===== src/rtl/power_sum_pipe.sv =====
// Streaming sum-of-powers pipeline: out = sum_i in_i^POWER, global stall on backpressure.
// Define POWER_SUM_SAT_EN for full-precision terms with saturation instead of modulo wrap.
module power_sum_pipe #(
  parameter int WIDTH   = 32,
  parameter int N_IN    = 2,
  parameter int POWER   = 3,
  parameter int LATENCY = 5
) (
  input  logic                           clk,
  input  logic                           rst,
  input  logic [N_IN*WIDTH-1:0]          in_data,
  input  logic                           in_valid,
  output logic                           in_ready,
  output logic [WIDTH-1:0]               out_data,
  output logic                           out_valid,
  input  logic                           out_ready,
  output logic [$clog2(LATENCY+1)-1:0]   occupancy
);

  localparam int OW = $clog2(LATENCY + 1);

  if (LATENCY < 1) begin : g_bad_latency
    $error("power_sum_pipe: LATENCY must be >= 1");
  end
  if (N_IN < 1) begin : g_bad_n_in
    $error("power_sum_pipe: N_IN must be >= 1");
  end
  if (POWER < 1) begin : g_bad_power
    $error("power_sum_pipe: POWER must be >= 1");
  end

  logic [WIDTH-1:0] f_data;

`ifdef POWER_SUM_SAT_EN
  localparam int TW = WIDTH * POWER;
  localparam int SW = TW + $clog2(N_IN) + 1;

  function automatic logic [TW-1:0] pow_full(input logic [WIDTH-1:0] x);
    logic [TW-1:0] p;
    p = TW'(1);
    for (int k = 0; k < POWER; k++) p = p * TW'(x);
    return p;
  endfunction

  // Any bit above the output width means the true sum exceeds the range.
  function automatic logic [WIDTH-1:0] sat_to_width(input logic [SW-1:0] s);
    return (|s[SW-1:WIDTH]) ? '1 : s[WIDTH-1:0];
  endfunction

  always_comb begin
    logic [SW-1:0] sum;
    sum = '0;
    for (int i = 0; i < N_IN; i++) sum = sum + SW'(pow_full(in_data[i*WIDTH +: WIDTH]));
    f_data = sat_to_width(sum);
  end
`else
  function automatic logic [WIDTH-1:0] pow_wrap(input logic [WIDTH-1:0] x);
    logic [WIDTH-1:0] p;
    p = WIDTH'(1);
    for (int k = 0; k < POWER; k++) p = p * x;
    return p;
  endfunction

  always_comb begin
    logic [WIDTH-1:0] sum;
    sum = '0;
    for (int i = 0; i < N_IN; i++) sum = sum + pow_wrap(in_data[i*WIDTH +: WIDTH]);
    f_data = sum;
  end
`endif

  logic [WIDTH-1:0]   data_q [LATENCY];
  logic [LATENCY-1:0] vld_q;
  logic [OW-1:0]      occ_q, occ_d;
  logic               adv, in_xfer, out_xfer;

  assign adv       = !vld_q[LATENCY-1] || out_ready;
  assign in_ready  = adv;
  assign in_xfer   = in_valid && adv;
  assign out_xfer  = vld_q[LATENCY-1] && out_ready;
  assign occ_d     = occ_q + OW'(in_xfer) - OW'(out_xfer);
  assign out_data  = data_q[LATENCY-1];
  assign out_valid = vld_q[LATENCY-1];
  assign occupancy = occ_q;

  // Stage 0 captures f(in_data); later stages are pure delay for retiming.
  always_ff @(posedge clk or posedge rst) begin
    if (rst) begin
      vld_q <= '0;
      occ_q <= '0;
      for (int k = 0; k < LATENCY; k++) data_q[k] <= '0;
    end else if (adv) begin
      vld_q[0]  <= in_valid;
      data_q[0] <= f_data;
      for (int k = 1; k < LATENCY; k++) begin
        vld_q[k]  <= vld_q[k-1];
        data_q[k] <= data_q[k-1];
      end
      occ_q <= occ_d;
    end
  end

endmodule

===== config.mk =====
export PLATFORM = sky130hd
export DESIGN_NAME = power_sum_pipe
export DESIGN_NICKNAME = d
export VERILOG_FILES = /design/src/rtl/power_sum_pipe.sv
export SDC_FILE = /design/constraint.sdc
export NUM_CORES = 2
export LEC_CHECK = 0
export ABC_AREA = 1
export CAP_MARGIN = 25
export CORE_ASPECT_RATIO = 0.5
export CORE_MARGIN = 2
export CORE_UTILIZATION = 45
export CTS_CLUSTER_SIZE = 25
export DETAILED_ROUTE_END_ITERATION = 16
export SLEW_MARGIN = 20
export SYNTH_ARGS = -nofsm -noshare
export SYNTH_HDL_FRONTEND = slang
export SYNTH_SLANG_ARGS = --single-unit
export TNS_END_PERCENT = 30

===== constraint.sdc =====
create_clock -name clk -period 5 [get_ports clk]
set_clock_uncertainty 0.05 [all_clocks]
set_input_delay 0.75 -clock clk [delete_from_list [all_inputs] [get_ports clk]]
set_output_delay 0.75 -clock clk [all_outputs]
set_load 0.01 [all_outputs]

Word-level counts from Yosys, hierarchy flattened
Index checks and enable logic that the tools add are counted.

storage, ports and cells
  flip-flop bits (word level) = 168
  input bits = 68
  output and inout port bits = 37
  word-level logic and storage cells = 18

cells by class
  add/sub/neg operators = 3
  multiply operators = 4
  reductions and logical operators = 4

operator list
  operator           count
  $mul 32x32->32     4
  $add 32x32->32     1
  $add 3x1->3        1
  $sub 3x1->3        1
  $logic_and 1x1->1  2
  $logic_not 1->1    1
  $logic_or 1x1->1   1

Longest topological paths before layout
  word-level depth = 5
  depth in mapped cells = 70
  mapped depth without buffers = 68

Worst setup path after synthesis
Ideal clock, no wire load.

  path type = in2reg
  start point = input port in_data[35]
  end point = register data_q[159] (netlist bit)
  library setup time = 0.117 ns
  arrival time = 13.960 ns
  required time = 4.833 ns
  path slack = -9.128 ns
  cell stages on the path = 59
  cell sequence = clkbuf_1 > clkbuf_1 > buf_1 > nand2_1 > fa_1 > inv_1 > ha_1 > xor2_1 > fa_1 > inv_1 > fa_1 > ha_1 > ha_1 > inv_1 > fa_1 > fa_1 > inv_1 > ha_1 > (+23 left out) > fa_1 > ha_1 > nand2_1 > o21ai_0 > o21bai_1 > inv_1 > o21a_1 > o21ai_1 > a21boi_0 > o21ai_1 > a21oi_1 > nand3b_1 > nand2_2 > nand3_1 > nand2_1 > nand2_1 > nand3_1 > nand2_1

on the way
  cells in the longest elaborated chain, start to end = 3

ends and longest elaborated chain
  what                             RTL line  source
  from (decl)                      11        input logic [N_IN*WIDTH-1:0] in_data,
  $mul 32x32->32                   60        for (int k = 0; k < POWER; k++) p = p * x;
  $mul 32x32->32 *                 60
  $add 32x32->32 *                 67        for (int i = 0; i < N_IN; i++) sum = sum + pow_wrap(in_data[i*WIDTH +: WIDTH]);
  to (signal, indexed assignment)  97        data_q[k] <= data_q[k-1];
  to (decl)                        72        logic [WIDTH-1:0] data_q [LATENCY];

Every way passes the cells marked *; elsewhere a longest branch is shown, timed or not.
A chain may end at the register's enable or synchronous reset.

Worst setup path in the final report
  start point = input port in_data[13]
  end point = register data_q[159] (netlist bit)

The elaborated chain is that of the path after synthesis.

==> out/summary.txt <==
outcome: complete, but fails checks
failing checks: negative setup slack
Max Freq: 74.95 MHz
worst path arrival time: 13650 ps
WHS: 408.7 ps
WL/cell: 18.44 um
Slew HR: 32.89%
CTS root buf: clkbuf_16
H-tree depth: 4
Top Ports: 105
Synth top cells by count: inv_1 (2296), nand2_1 (1808), fa_1 (1547)
ys async rst share: 100.0%
#FFs+latches synth: 168
Worst Max-Slew Pin Slew: 1007 ps
most common cell in the synthesized netlist: inv_1
max-cap violation count: 0
CTS Sinks: 168
synthesis-to-finish area growth: 21.37%
Horiz. Die Dim: 539.3 um
# rows: 98
Seq/Total Area, Yosys: 6.519%
drt via density: 4.790
commonest register cell after synthesis: dfrtp_1
worst skew pair latency: 460 ps
Multi-input gate area: 52390 um^2
crit-path most repeated cell: fa_1
clk slew on worst S/H paths: 90 ps
layout cells sized above 1: 18.88%
slowest CP cell: fa_1
DRC marker count from the first detailed-route iteration: 3481
Worst Path Max Fanout: 9
n_diodes: 0
vias in the first global route: 54300
startpoint type of the worst setup path: input port
routed via count: 50480
initial antenna violation count: 3
period utilization: 266.9%
nature of the critical path endpoint: register
CTS hold repair buffers: 0
Synth top area share: 48.03%
DRT antenna net count: 0
CP Class: in2reg
FILL cells: 13110
final worst path period need: 13340 ps
Setup WS post-layout: -8343 ps
Reg area: 4204 um^2
Overall Global Routing Usage: 27.74%
1st-pass router iterations: 6
Final Net Count: 10770
Clock Path Buffers: 2
total grt overflow: 0
Yosys cell types: 56
Syn Inst Count: 7725
Final Max Tran Viols: 0
# setup viols final: 28
die area: 146500 um^2
CTS buffer count: 17
CP Data Required Time: 5310 ps
Post-synth EDFFs: 0
Synth Cell Area: 64480 um^2
cell type with the largest total area after synthesis: fa_1
routability congestion estimate: 0.9597
Detailed Route WL: 194.3 mm
slowest cell delay on critical path: 550 ps
CTS tree: done
Starting Density: 45.22%
Final Hold Violating Endpoints: 0
setup TNS: -188500 ps
yosys warns: 0
DRC errors left: 0
post-route cell area: 78260 um^2
Synth Area per Inst: 8.347 um^2
hold crit path type: reg2reg
largest net degree at the start of global routing: 142
Post-DP HPWL: 171.1 mm
RSZ-0062 raised after global routing: yes
Synth area leaders: fa_1 (48%), inv_1 (13%), nand2_1 (11%), ha_1 (10%), dfrtp_1 (6.5%)
IO Port Bufs: 104
core area: 142600 um^2
first-pass GRT wire length: 312.7 mm
Die Y: 271.7 um
Placed Area: 75880 um^2
## stage by stage
| stage | instances | utilization (%) | worst slack, ps |
|---|---|---|---|
| floorplan | 7727 | - | -8270 |
| finish | 10540 | 54.88 | -8343 |
| global route | 10540 | 54.88 | -8859 |
| global placement | 10470 | 53.21 | -9314 |
| detailed placement | 10470 | 53.21 | -9382 |
| CTS | 10540 | 54.66 | -8394 |
## cell type report
type | count | area share [%]
clock buffer | 18 | 0.5611
inverter | 2329 | 11.26
tap | 1900 | 3.038
multi-input combinational | 4931 | 66.93
sequential | 168 | 5.372
timing repair buffer | 1179 | 12.63
clock inverter | 14 | 0.2030
## cells by family (layout without fill, tap and decap cells)
group	Yosys count	after routing	share of synthesized area [%]
buffers and inverters	2628	3540	15.52
and+or+nand+nor	2424	2424	14.81
adders and majority gates	2072	2072	58.21
AOI/OAI and AO/OA	244	244	2.169
xor gates and xnor gates	188	188	2.761
DFF	168	168	6.519
other	1	3	0.005815
## critical path: cells and delay by family
| kind | cells | cell delay, ps |
|---|---|---|
| AO/OA/AOI/OAI | 5 | 740 |
| XOR/XNOR | 1 | 180 |
| AND/OR/NAND/NOR | 12 | 960 |
| buffers and inverters | 18 | 1450 |
| adder cells (fa/ha/maj) | 20 | 9580 |
## final timing paths
kind	start	to	slack, ps	cells after the start
min in group asynchronous	rst	data_q[81]	700	2
hold / removal	vld_q[3]	vld_q[4]	410	2
setup reg to reg	vld_q[4]	occupancy[2]	2380	12
setup / recovery	in_data[13]	data_q[159]	-8340	56
max in group asynchronous	rst	data_q[154]	3030	3
hold reg to reg	vld_q[3]	vld_q[4]	410	2
## routing by layer
layer | global-route usage (%) | share of wire (%) | wire length [um] | up-vias
met4 | 5.981 | 2.5 | 4912 | 0
met1 | 42.20 | 47 | 92030 | 25210
met3 | 3.919 | 7.6 | 14800 | 230
met5 | 0 | 0 | 0 | -
li1 | - | - | - | 23440
met2 | 41.99 | 42 | 82580 | 1604
## cells in the final DEF, fill, tap and decap left out, types with 84 or more instances in the layout
cell and instances:
nand2_1 1713, dfrtp_1 168, inv_1 2229, ha_1 454, nand3_1 103, nor2_1 384, xnor2_1 97, buf_4 990
nand2_2 84, fa_1 1489
## state kept, by name (all words and copies together) (netlist names)
name / flops
data_q: 128
out_data: 32
vld_q: 5
occupancy: 3
## what timing repair did
item,CTS,global route
endpoints found under the setup margin,29,29
cloned,2,0
setup buffers,38,4
resized for setup,326,65
pin swaps,173,47
Power is not shown: default switching activity piles up to over one toggle a cycle in this logic, so the estimate is an artifact.
